File: src/rtl/instr_fetch_unit.sv
// PC/fetch sequencer with MIPS branch-delay-slot handling and halt-on-address.
// Optional macro FETCH_ALIGN_CHECK_EN adds a sticky misaligned-redirect fault output.
module instr_fetch_unit #(
  parameter logic [31:0] RESET_VECTOR = 32'hBFC00000,
  parameter logic [31:0] HALT_ADDR    = 32'h00000000
) (
  input  logic        clk,
  input  logic        rst_n,
  input  logic        stall,
  input  logic        branch_taken,
  input  logic [31:0] branch_target,
  output logic [31:0] instr_address,
  input  logic [31:0] instr_in,
  output logic [31:0] instr,
  output logic [31:0] link_addr,
  output logic        active,
  output logic [31:0] fetch_count
`ifdef FETCH_ALIGN_CHECK_EN
  ,
  output logic        fault
`endif
);

  typedef enum logic [1:0] {StRun, StDelay, StHalted} state_e;

  state_e      state_q, state_d;
  logic [31:0] pc_q, pc_d;
  logic [31:0] pend_q, pend_d;
  logic [31:0] count_q, count_d;
  logic [31:0] pc_inc;
  logic        issue;

`ifdef FETCH_ALIGN_CHECK_EN
  logic fault_q, fault_d;

  if (RESET_VECTOR[1:0] != 2'b00) begin : g_bad_reset_vector
    $error("instr_fetch_unit: RESET_VECTOR must be word aligned");
  end
`endif

  assign pc_inc = pc_q + 32'd4;
  assign issue  = (state_q != StHalted) && !stall;

  always_comb begin
    state_d = state_q;
    pc_d    = pc_q;
    pend_d  = pend_q;
    count_d = count_q;
`ifdef FETCH_ALIGN_CHECK_EN
    fault_d = fault_q;
`endif
    if (issue) begin
      count_d = count_q + 32'd1;
      unique case (state_q)
        StRun: begin
          pc_d = pc_inc;
          if (pc_inc == HALT_ADDR) begin
            state_d = StHalted;
          end else if (branch_taken) begin
`ifdef FETCH_ALIGN_CHECK_EN
            pend_d = branch_target;
`else
            pend_d = branch_target & 32'hFFFF_FFFC;
`endif
            state_d = StDelay;
          end
        end
        StDelay: begin
          // Redirects arriving from the delay slot are dropped; the first one wins.
`ifdef FETCH_ALIGN_CHECK_EN
          if (pend_q[1:0] != 2'b00) begin
            pc_d    = HALT_ADDR;
            state_d = StHalted;
            fault_d = 1'b1;
          end else
`endif
          begin
            pc_d    = pend_q;
            state_d = (pend_q == HALT_ADDR) ? StHalted : StRun;
          end
        end
        default: ;
      endcase
    end
  end

  always_ff @(posedge clk) begin
    if (!rst_n) begin
      state_q <= StRun;
      pc_q    <= RESET_VECTOR;
      pend_q  <= 32'h0;
      count_q <= 32'h0;
`ifdef FETCH_ALIGN_CHECK_EN
      fault_q <= 1'b0;
`endif
    end else begin
      state_q <= state_d;
      pc_q    <= pc_d;
      pend_q  <= pend_d;
      count_q <= count_d;
`ifdef FETCH_ALIGN_CHECK_EN
      fault_q <= fault_d;
`endif
    end
  end

  assign active        = (state_q != StHalted);
  assign instr_address = pc_q;
  assign instr         = active ? instr_in : 32'h0;
  assign link_addr     = pc_q + 32'd8;
  assign fetch_count   = count_q;
`ifdef FETCH_ALIGN_CHECK_EN
  assign fault = fault_q;
`endif

endmodule

File: config.mk
export PLATFORM = sky130hd
export DESIGN_NAME = instr_fetch_unit
export DESIGN_NICKNAME = d
export VERILOG_FILES = /design/src/rtl/instr_fetch_unit.sv
export SDC_FILE = /design/constraint.sdc
export NUM_CORES = 1
export LEC_CHECK = 0
export ABC_AREA = 0
export BUFFER_PORTS_ARGS = -buffer_cell sky130_fd_sc_hd__buf_2
export CAP_MARGIN = 20
export CELL_PAD_IN_SITES_DETAIL_PLACEMENT = 1
export CELL_PAD_IN_SITES_GLOBAL_PLACEMENT = 1
export CORE_MARGIN = 2
export CORE_UTILIZATION = 33
export CTS_CLUSTER_DIAMETER = 150
export DETAILED_ROUTE_END_ITERATION = 10
export GPL_ROUTABILITY_DRIVEN = 0
export HOLD_SLACK_MARGIN = 0.02
export PLACE_DENSITY_LB_ADDON = 0.08
export SETUP_SLACK_MARGIN = 0.4
export SLEW_MARGIN = 20
export SYNTH_ARGS = -nofsm -noshare
export SYNTH_HDL_FRONTEND = slang
export SYNTH_SLANG_ARGS = --single-unit
File: constraint.sdc
create_clock -name clk -period 3.21 [get_ports clk]
set_input_delay 0.642 -clock clk [delete_from_list [all_inputs] [get_ports clk]]
set_output_delay 0.642 -clock clk [all_outputs]
set_load 0.1 [all_outputs]
* Word-level counts from Yosys, hierarchy flattened
Cells that the tools add are included.
** Operators by class
- $add $sub $neg :: 3
- $mul :: 0
- Div/mod/pow operators :: 0
- Magnitude comparators :: 0
- Equality and inequality tests :: 3
- Shifts and indexed selects :: 0
- Muxes and demuxes :: 6
- Bitwise logic cells :: 1
- Reduce and logical (&&, ||, !) cells :: 9
** Operators with widths (number)
- zero test 32 bit :: 2
- case mux 32 bit (2 select lines) :: 1
- adder 32 x 1 -> 32 bit, second input constant :: 1
- adder 32 x 3 -> 32 bit, second input constant :: 1
- adder 32 x 4 -> 32 bit, second input constant :: 1
- two-way mux 32 bit :: 1
- two-way mux 2 bit :: 3
- case mux 2 bit (2 select lines) :: 1
- AND reduction 4 bit :: 1
- != test 3 bit, second input constant :: 1
- AND reduction 3 bit :: 1
- == test 2 x 1 -> 1 bit, second input constant :: 1
- zero test 2 bit :: 1
- != test 2 bit, second input constant :: 1
- AND reduction 2 bit :: 1
- nonzero test 2 bit :: 1
- logical AND 1 bit :: 1
- zero test 1 bit :: 1
- NOT 1 bit :: 1
** Storage, ports and cells
- Register bits after elaboration :: 96
- Bits in latches :: 0
- Memory bits (writable) :: 0
- ROM bits :: 0
- Input bits :: 68
- Output and inout port bits :: 129
- Word-level logic and storage cells :: 26
- Memories kept :: 0

* Depth between registers and ports, before layout
Gate-level depths: netlist of the first run.
- Depth in word-level cells :: 4
- Gate-level depth with buffers :: 12

* Worst setup path before layout of the first run
Ideal clock, no wire load.
- Kind :: register -> output
- From :: register pc_q[3] (netlist: instr_address[3])
- To :: output port link_addr[25]
- Arrival time :: 4.133 ns
- Path slack :: -1.565 ns
- Cell stages (with the launch flop) :: 8
- Path buffers :: 1
- Path through :: dfxtp_1 > ha_1 > nand3_1 > nor4_2 > and2_0 > clkbuf_1 > nand3_1 > xnor2_1
** Between the ends
- Word-level cells in the longest chain between the ends :: 1
** Ends and longest elaborated chain
- start: declaration :: line 27 : logic [31:0] pc_q, pc_d;
- start signal: assignment :: line 98 : pc_q <= pc_d;
- adder 32 x 4 -> 32 bit :: line 110 : assign link_addr = pc_q + 32'd8;
- end: declaration :: line 15 : output logic [31:0] link_addr,
No other way between the ends.

* Worst setup path in the final report of the first run
- From :: register pc_q[3] (netlist: instr_address[3])
- To :: output port link_addr[26]
The elaborated chain is that of the path after synthesis.

==> results of run 1 <==
registers in the layout, indices dropped and copies added (netlist names):
| signal | flops |
|---|---|
| pend_q | 30 |
| fetch_count | 32 |
| instr_address | 30 |
| state_q | 2 |
what timing repair did:
action                     in CTS  in global routing
pin swaps                      14                  8
gates cloned                    0                  2
resized for setup              39                 32
hold buffers                    0                  0
setup endpoints to repair      53                 50
buffers inserted               33                 14
where the power goes:
group	internal [mW]	leakage (nW)	switching, mW
Combinational	0.247	2.87	0.684
Sequential	1.19	0.783	0.0728
Clock	0.621	0.147	0.524
synth_stat cells, types with 3 or more instances:
master and n:
a21boi_0 4, a21oi_1 26, a221oi_1 3, a22oi_1 4, a311oi_1 3, a31oi_1 10, and2_1 15, and3_1 8
and4_1 5, buf_2 9, buf_4 13, buf_6 4, clkbuf_1 42, dfxtp_1 94, ha_1 4, inv_1 13
mux2i_1 32, nand2_1 112, nand3_1 34, nand4_1 19, nor2_1 84, nor2b_1 35, nor3_1 18, nor3b_1 3
nor4_1 18, o21a_1 6, o21ai_0 30, o22ai_1 12, or2_2 3, or3_1 8, xnor2_1 36, xor2_1 29
metal layers:
layer  vias up  share of wire
li1       3087              -
met1      3206           0.42
met2       157           0.51
met3        19          0.059
met4         4          0.013
met5         -         0.0012
logic make-up after synthesis:
group / Yosys count
other: 1
xor gates and xnor gates: 65
adders and majority gates: 4
muxes: 33
DFF: 94
AOI/OAI and AO/OA: 114
and+or+nand+nor: 379
buffers and inverters: 84
critical path, cell delays in order (launching register included):
cell and delay, ns:
dfxtp_4 0.41, buf_6 0.11, nand4_1 0.10, buf_4 0.16, or3_4 0.43, buf_4 0.17
nor4_4 0.24, xor2_4 0.18, buf_6 0.24
worst min-delay path by stage:
stage / start / end / slack, ns / cells past startpoint
after detailed placement: pend_q[3] / pend_q[3] / 0.48 / 2
after global placement: pend_q[3] / pend_q[3] / 0.46 / 2
after CTS: pend_q[3] / pend_q[3] / 0.49 / 2
after global routing: pend_q[24] / pend_q[24] / 0.51 / 2
after floorplan: pend_q[12] / pend_q[12] / 0.44 / 2
final: pend_q[3] / pend_q[3] / 0.49 / 2
through the flow:
stage	setup slack (ns)	power, mW	hold WS [ns]
2_1_floorplan	-0.0140	1.98	0.444
3_3_place_gp	0.0793	2.15	0.464
3_5_place_dp	0.0566	2.16	0.476
4_1_cts	0.175	3.33	0.487
5_1_grt	0.0876	3.45	0.510
6_report	0.185	3.34	0.487
area by class of cell:
class | instances | area (µm²)
fill | 2105 | 8510
multi-input combinational | 599 | 4390
sequential | 94 | 1990
timing repair buffer | 273 | 1880
tap | 225 | 282
clock buffer | 10 | 229
clock inverter | 6 | 77.6
inverter | 15 | 56.3
antenna | 1 | 2.50
==> run_results.csv, run 1 <==
group,metric,value,unit
outcome,status,"complete, no violations",
global_routing,gr-total-overflow,0,
detailed_routing,wire_per_inst,18.2,µm
place,dp_hpwl,15800,µm
global_routing,grt_max_degree,89,
cells_and_area,fin_nets,1064,
place,place_area,7870,µm²
timing,setup_viol_count_final,0,
setup_path,r2r_end,"pend_q[12]",
place,dp.cells,1157,
logic_synthesis,ys_types,61,
detailed_routing,vias,6473,
logic_synthesis,async_flop_share,0,
place,port_buffers,190,
logic_synthesis,synth_compound_area_frac,0.121,
floorplanning,ios,197,
logic_synthesis,synthFlopType,"dfxtp_1",
hold_path,hp-class,"flip-flop to flip-flop",
setup_path,rr_startpoint,"instr_address[3]",
logic_synthesis,yosys.area_share.xor_xnor,0.0963,
timing,relSlewSlack,0.413,
floorplanning,start_util,0.340,
detailed_routing,drt_iter0_drc,425,
logic_synthesis,synth-seq-area-share,0.318,
setup_path,critPathCapture,"link_addr[26]",
setup_path,worstSetupStartpoint,"instr_address[3]",
clocking,clkSinkCount,94,
timing,period_share,0.942,
global_routing,antenna_found_initial,3,
cells_and_area,area_delta_synth_final,50.7,%
clocking,clk_pin_slew_worst_paths,0.08,ns
power,p_leak,3.80,nW
logic_synthesis,synthMuxAreaShare,0.0561,
timing,period_minus_slack,3.03,ns
global_routing,grt.met1_usage,0.291,
timing,drv_slew,0,
logic_synthesis,synth_area_leaders,"dfxtp_1 32%, nand2_1 7.1%, mux2i_1 5.4%, nor2_1 5.3%, xnor2_1 5.3%",
global_routing,first_global_vias,6433,
logic_synthesis,synth_fa_ha_area_frac,0.00846,
clocking,cts_root_buf,"clkbuf_16",
power,power_density,375,nW/µm²
setup_path,critPathKind,"flip-flop to output port",
cells_and_area,fin_cells,1223,
global_routing,top_usage_layer,"met2",
timing,finalHoldViolations,0,
floorplanning,core_area,17400,µm²
logic_synthesis,syn-cell-area,5910,µm²
cells_and_area,mostFrequentLayoutCell,"buf_2",
detailed_routing,drc,0,
logic_synthesis,yosys_warnings,0,
logic_synthesis,synth_top_family_by_area,"simple AND/OR/NAND/NOR gates",
cells_and_area,drive_gt1_frac,0.430,
logic_synthesis,synth_edf_count,0,
detailed_routing,dr.pass1.iters,5,
logic_synthesis,yosys.area.top_type,"dfxtp_1",
power,irDropWorstVdd,0.242,mV
logic_synthesis,syn_inst,774,
cells_and_area,utilization,0.512,
logic_synthesis,synth_top_area_frac,0.318,
setup_path,worstPathArrival,2.38,ns
setup_path,required,2.57,ns
clocking,cts_buffers,9,
floorplanning,die_h,138,µm
global_routing,grt_usage,0.225,
timing,grt_setup_unrepaired,"yes",
setup_path,reg2reg_slack,0.18,ns
timing,fin_skew,0.00853,ns
global_routing,grt_util_met2,0.377,
global_routing,grt_use_met3,0.0493,
job,cap_violations,0,
floorplanning,rows,48,
timing,fmax,0.331,GHz
logic_synthesis,avgSynthCellArea,7.64,µm²
clocking,cts.htree.levels,3,
cells_and_area,layout_common_cells,"170 x buf_2, 106 x nand2_1, 79 x nor2_1, 74 x buf_4, 57 x dfxtp_1",
clocking,clkLatencyLatePin,0.35,ns
floorplanning,dieArea,19000,µm²
detailed_routing,via_per_inst,5.29,
clocking,clock_path_buffers,2,
detailed_routing,final_antenna_net_count,0,
setup_path,startpoint_type,"flip-flop",
logic_synthesis,ys_seq_elements,94,
setup_path,path_max_fanout,5,
setup_path,cp-end-kind,"output port",
setup_path,r2r_cells,12,
timing,worst_slew_pin_slew,0.877,ns
logic_synthesis,synthSimpleGateAreaFrac,0.331,
detailed_routing,routed_wl,22300,µm
global_routing,grt_pass1_wl,33700,µm
timing,setup_tns,0,ns
floorplanning,die_x,138,µm
cells_and_area,design_area,8910,µm²
clocking,cts_tree,"built",
(Power assumes the default switching activity.)
==> run 2, diff against run 1 <==
HOLD_SLACK_MARGIN = not set   (was 0.02)
PLACE_DENSITY = 0.84   (was not set)
PLACE_DENSITY_LB_ADDON = not set   (was 0.08)
==> run 2 against run 1 <==
Cell count is 0.33% lower; cell area is 0.18% lower; sequential power hardly changed; highest routed layer unchanged; core utilization is 0.093 points lower; sequential cell count stayed put.
==> run_results.csv, run 2 (synthesis gave the netlist of run 1 again) <==
group,metric,value,unit
timing,drv_slew,0,
timing,setup_slack,0.289,ns
job,cap_violations,0,
clocking,cts.htree.levels,3,
floorplanning,die_x,138,µm
power,p_leak,3.83,nW
power,irDropWorstVdd,0.284,mV
clocking,clk_pin_slew_worst_paths,0.08,ns
global_routing,first_global_vias,6416,
detailed_routing,drt_iter0_drc,424,
detailed_routing,dr.pass1.iters,5,
clocking,clkLatencyLatePin,0.36,ns
place,port_buffers,190,
place,pre_cts_slack,0.119,ns
detailed_routing,drc,0,
setup_path,worstPathArrival,2.28,ns
setup_path,slowest_stage,"or3_4",
detailed_routing,final_antenna_net_count,0,
global_routing,gr-total-overflow,0,
timing,relSlewSlack,0.400,
clocking,cts_tree,"built",
cells_and_area,drive_gt1_frac,0.434,
detailed_routing,routed_wl,23100,µm
floorplanning,core_area,17400,µm²
cells_and_area,layout_common_cells,"170 x buf_2, 106 x nand2_1, 79 x nor2_1, 67 x buf_4, 57 x dfxtp_1",
setup_path,cp-end-kind,"output port",
setup_path,path_cells,"buf_4, nand4_1, or3_4, nor3_4, nand3_2, xnor2_4, buf_12",
timing,finalHoldViolations,0,
cells_and_area,utilization,0.511,
floorplanning,die_h,138,µm
timing,grt_setup_unrepaired,"yes",
global_routing,antenna_found_initial,5,
cells_and_area,fillCellCount,2076,
timing,setup_viol_count_final,0,
timing,period_minus_slack,2.92,ns
setup_path,startpoint_type,"flip-flop",
cells_and_area,regArea,1990,µm²
setup_path,critical_path.max_stage_delay,0.48,ns
place,dp_hpwl,15700,µm
power,power_density,375,nW/µm²
cells_and_area,area_delta_synth_final,50.4,%
clocking,clock_path_buffers,2,
timing,hold_ws,0.486,ns
global_routing,grt_usage,0.233,
floorplanning,ios,197,
cells_and_area,mostFrequentLayoutCell,"buf_2",
hold_path,hp-class,"flip-flop to flip-flop",
timing,fmax,0.342,GHz
timing,worst_slew_pin_slew,0.894,ns
detailed_routing,wire_per_inst,18.9,µm
cells_and_area,multi_input_area,4410,µm²
global_routing,grt_max_degree,89,
clocking,cts_root_buf,"clkbuf_16",
cells_and_area,largest_reg_flops,32,
detailed_routing,via_per_inst,5.35,
global_routing,grt_pass1_wl,34600,µm
clocking,cts_buffers,9,
cells_and_area,fin_nets,1058,
timing,fin_skew,0.0100,ns
setup_path,critPathKind,"flip-flop to output port",
floorplanning,rows,48,
floorplanning,start_util,0.340,
timing,period_share,0.910,
detailed_routing,vias,6526,
setup_path,path_max_fanout,5,
floorplanning,dieArea,19000,µm²
clocking,clkSinkCount,94,
setup_path,required,2.57,ns
outcome,status,"complete, no violations",
## run 2: cell types whose count changed in the layout (fill, tap and decap cells not counted), sizes merged
cell	change
clkbuf	-2
clkinvlp	-1
clkdlybuf4s15	+1
diode	+2
buf	-6
clkinv	+1
inv	+1
## run 2: what timing repair did
| action | 4_1_cts | 5_1_grt |
|---|---|---|
| endpoints found under the hold margin | 0 | 0 |
| buffers inserted | 29 | 13 |
| endpoints found under the setup margin | 52 | 52 |
| gates resized for setup | 43 | 39 |
| cloned | 0 | 1 |
| pin swaps | 6 | 8 |
| hold buffers | 0 | 0 |
## run 2: per-stage QoR
stage	cell area (µm²)	instances	setup TNS (ns)	total power [mW]
after floorplan	6700	777	-0.0140	1.98
after global placement	7870	1157	0	2.15
after detailed placement	7870	1157	0	2.16
after CTS	8560	1202	0	3.34
after global routing	8890	1216	0	3.47
final	8890	1219	0	3.33
## run 2: critical path: cells and delay by family, from the launching register on
family	cells	cell delay (ns)
xor+xnor	1	0.20
buf+inv	2	0.32
flops	1	0.40
simple gates	4	0.99
## run 2: cell type report
class                   count  share of cell area
inverters                  15             0.00633
flip-flops and latches     94               0.224
clock inverters             7             0.00985
well taps                 225              0.0317
clock buffers               9              0.0253
repair buffers            267               0.206
diodes                      3            0.000844
multi-input cells         599               0.496
## run 2: routing by layer
metal	part of all wire	global-route usage
met3	0.073	0.0698
met5	0.0010	0
met4	0.025	0.0743
met2	0.49	0.380
met1	0.41	0.295
## run 2: worst paths after layout
path                          start       endpoint  slack, ns  cells past startpoint
setup / recovery   instr_address[3]  link_addr[24]       0.29                      7
hold / removal           pend_q[26]     pend_q[26]       0.49                      2
setup reg to reg  instr_address[11]      pend_q[3]       0.30                     11
hold reg to reg          pend_q[26]     pend_q[26]       0.49                      2
## run 2: report_power, final
part / internal [mW] / leakage [nW] / total (mW) / switching [mW]
clock network: 0.624 / 0.154 / 1.15 / 0.523
registers: 1.19 / 0.783 / 1.27 / 0.0768
logic: 0.237 / 2.89 / 0.917 / 0.680
total: 2.05 / 3.83 / 3.33 / 1.28
==> run 3, diff against run 2 <==
SKIP_LAST_GASP = 1   (was not set)
clock period = 2.6 ns   (was 3.21 ns; I/O delays follow)
==> run 3 against run 2 <==
The run now ends with setup timing left; critical path type is now flip-flop to flip-flop; via count rose by 14%; clock skew increased by 0.011 ns; global-route usage up 5.1 points; hold slack got worse by 0.086 ns; power up 30%; cell count increased by 6.2%; worst setup slack worse by 0.88 ns; count of clock-buffer cells in the layout rose by 2; clock power increased by 20%; routed wire length up 29%; sequential share of layout area shrank 3.4 points; register-to-register slack lost 0.89 ns.
==> run_results.csv, run 3 (synthesis gave the netlist of run 1 again) <==
group,metric,value,unit
hold_path,whs_endpoint,"pend_q[16]",
setup_path,cp-end-kind,"flip-flop",
clocking,clkSinkCount,94,
place,place_area,9510,µm²
cells_and_area,layout_common_cells,"130 x buf_2, 112 x buf_4, 104 x nand2_1, 74 x nor2_1, 62 x buf_12",
clocking,clkLatencyLatePin,0.37,ns
setup_path,required,2.87,ns
timing,worst_slew_pin_slew,0.600,ns
hold_path,holdPathStages,3,
detailed_routing,routed_wl,29900,µm
global_routing,first_global_vias,7668,
place,dp_hpwl,18600,µm
power,power_frac_comb,0.329,
floorplanning,dieArea,19000,µm²
floorplanning,core_area,17400,µm²
floorplanning,die_h,138,µm
setup_path,startpoint_type,"flip-flop",
power,p_leak,4.68,nW
cells_and_area,drive_gt1_frac,0.506,
floorplanning,start_util,0.340,
power,irDropWorstVdd,0.290,mV
detailed_routing,drt_iter0_drc,596,
floorplanning,rows,48,
global_routing,grt_usage,0.284,
global_routing,gr-total-overflow,0,
cells_and_area,area_delta_synth_final,80.8,%
cells_and_area,design_area,10700,µm²
setup_path,worstPathArrival,3.47,ns
outcome,violations,"setup timing",
floorplanning,ios,197,
setup_path,critPathKind,"flip-flop to flip-flop",
power,power_frac_seq,0.353,
setup_path,rr_startpoint,"instr_address[3]",
clocking,clk_pin_slew_worst_paths,0.08,ns
power,power,4.34,mW
detailed_routing,dr.pass1.iters,5,
timing,setup_slack,-0.590,ns
cells_and_area,utilization,0.614,
clocking,cts.htree.levels,3,
power,p_int,2.67,mW
timing,finalHoldViolations,0,
job,cap_violations,0,
setup_path,r2r_cells,13,
timing,drv_slew,0,
setup_path,path_max_fanout,6,
clocking,cts_tree,"built",
detailed_routing,drc,0,
hold_path,hp-class,"input pin to flip-flop",
setup_path,r2r_end,"pend_q[29]",
clocking,clock_path_buffers,2,
power,switching_power,1.68,mW
outcome,status,"finished with violations",
timing,fmax,0.313,GHz
cells_and_area,fin_nets,1131,
clocking,cts_root_buf,"clkbuf_16",
place,port_buffers,190,
timing,period_share,1.23,
global_routing,grt_max_degree,49,
clocking,ctsHoldBuffers,0,
setup_path,reg2reg_slack,-0.59,ns
floorplanning,die_x,138,µm
global_routing,grt_pass1_wl,41400,µm
detailed_routing,wire_per_inst,23.1,µm
hold_path,hold_start,"branch_target[16]",
cells_and_area,largest_reg_flops,32,
clocking,cts_buffers,9,
power,switching_share,0.386,
detailed_routing,final_antenna_net_count,0,
detailed_routing,via_per_inst,5.72,
detailed_routing,vias,7408,
global_routing,antenna_found_initial,6,
timing,relSlewSlack,0.598,
timing,setup_tns,-21.26,ns
timing,grt_setup_unrepaired,"yes",
power,power_density,406,nW/µm²
timing,setup_viol_count_final,54,
timing,period_minus_slack,3.19,ns
cells_and_area,mostFrequentLayoutCell,"buf_2",
power,clock_power_share,0.318,
timing,fin_skew,0.0214,ns
-- run 3: changes by cell type in the layout (fill, tap and decap cells not counted), sizes merged --
cell	previous run	this run
bufbuf	0	2
clkbuf	10	13
clkdlybuf4s15	1	0
clkinv	4	3
bufinv	1	0
buf	265	336
diode	3	5
-- run 3: power groups by stage --
stage / Clock, mW / Sequential (mW) / Combinational (mW)
detailed placement: 0 / 1.56 / 1.33
global route: 1.45 / 1.54 / 1.47
floorplan: 0 / 1.69 / 0.754
global placement: 0 / 1.55 / 1.31
CTS: 1.37 / 1.53 / 1.38
finish: 1.38 / 1.53 / 1.43
-- run 3: stage by stage --
step	hold slack, ns	setup slack (ns)	std cells
detailed placement	0.472	-0.385	1236
global route	0.401	-0.648	1289
floorplan	0.444	-0.582	777
CTS	0.396	-0.399	1277
finish	0.401	-0.590	1294
global placement	0.461	-0.251	1236
-- run 3: critical path: stages, from the launching register on --
cell	delay (ns)
dfxtp_4	0.40
ha_4	0.15
buf_6	0.10
buf_6	0.10
nand3_4	0.09
nor4_4	0.24
buf_4	0.20
nor3b_1	0.34
nor3_1	0.11
nand4_1	0.16
nor4_4	0.09
nor4b_4	0.54
bufbuf_16	0.38
mux2i_1	0.19
-- run 3: how the worst max path moves through the flow --
| stage | from | to | slack, ns |
|---|---|---|---|
| after floorplan | instr_address[8] | link_addr[25] | -0.58 |
| after global placement | instr_address[3] | pend_q[13] | -0.25 |
| after detailed placement | instr_address[3] | pend_q[14] | -0.39 |
| after CTS | instr_address[3] | pend_q[20] | -0.40 |
| after global routing | instr_address[3] | pend_q[20] | -0.65 |
| final | instr_address[3] | pend_q[29] | -0.59 |
-- run 3: layer usage --
metal  vias up  track usage  wire length (µm)
met4         6        0.116              1650
li1       3228            -                 -
met2       434        0.514             14900
met1      3607        0.316             10800
met5         -            0                35
met3       133       0.0716              2480
-- run 3: area by class of cell --
| type | count | area [µm²] |
|---|---|---|
| fillers | 1932 | 6730 |
| multi-input cells | 599 | 4800 |
| repair buffers | 340 | 3210 |
| flip-flops and latches | 94 | 2030 |
| well taps | 225 | 282 |
| clock buffers | 11 | 254 |
| inverters | 15 | 56.3 |
| clock inverters | 5 | 43.8 |
| diodes | 5 | 12.5 |
-- run 3: timing repair --
| action | CTS | global route |
|---|---|---|
| pin swaps | 27 | 20 |
| buffers inserted | 22 | 11 |
| setup endpoints to repair | 88 | 76 |
| resized for setup | 76 | 37 |
| gates cloned | 3 | 1 |
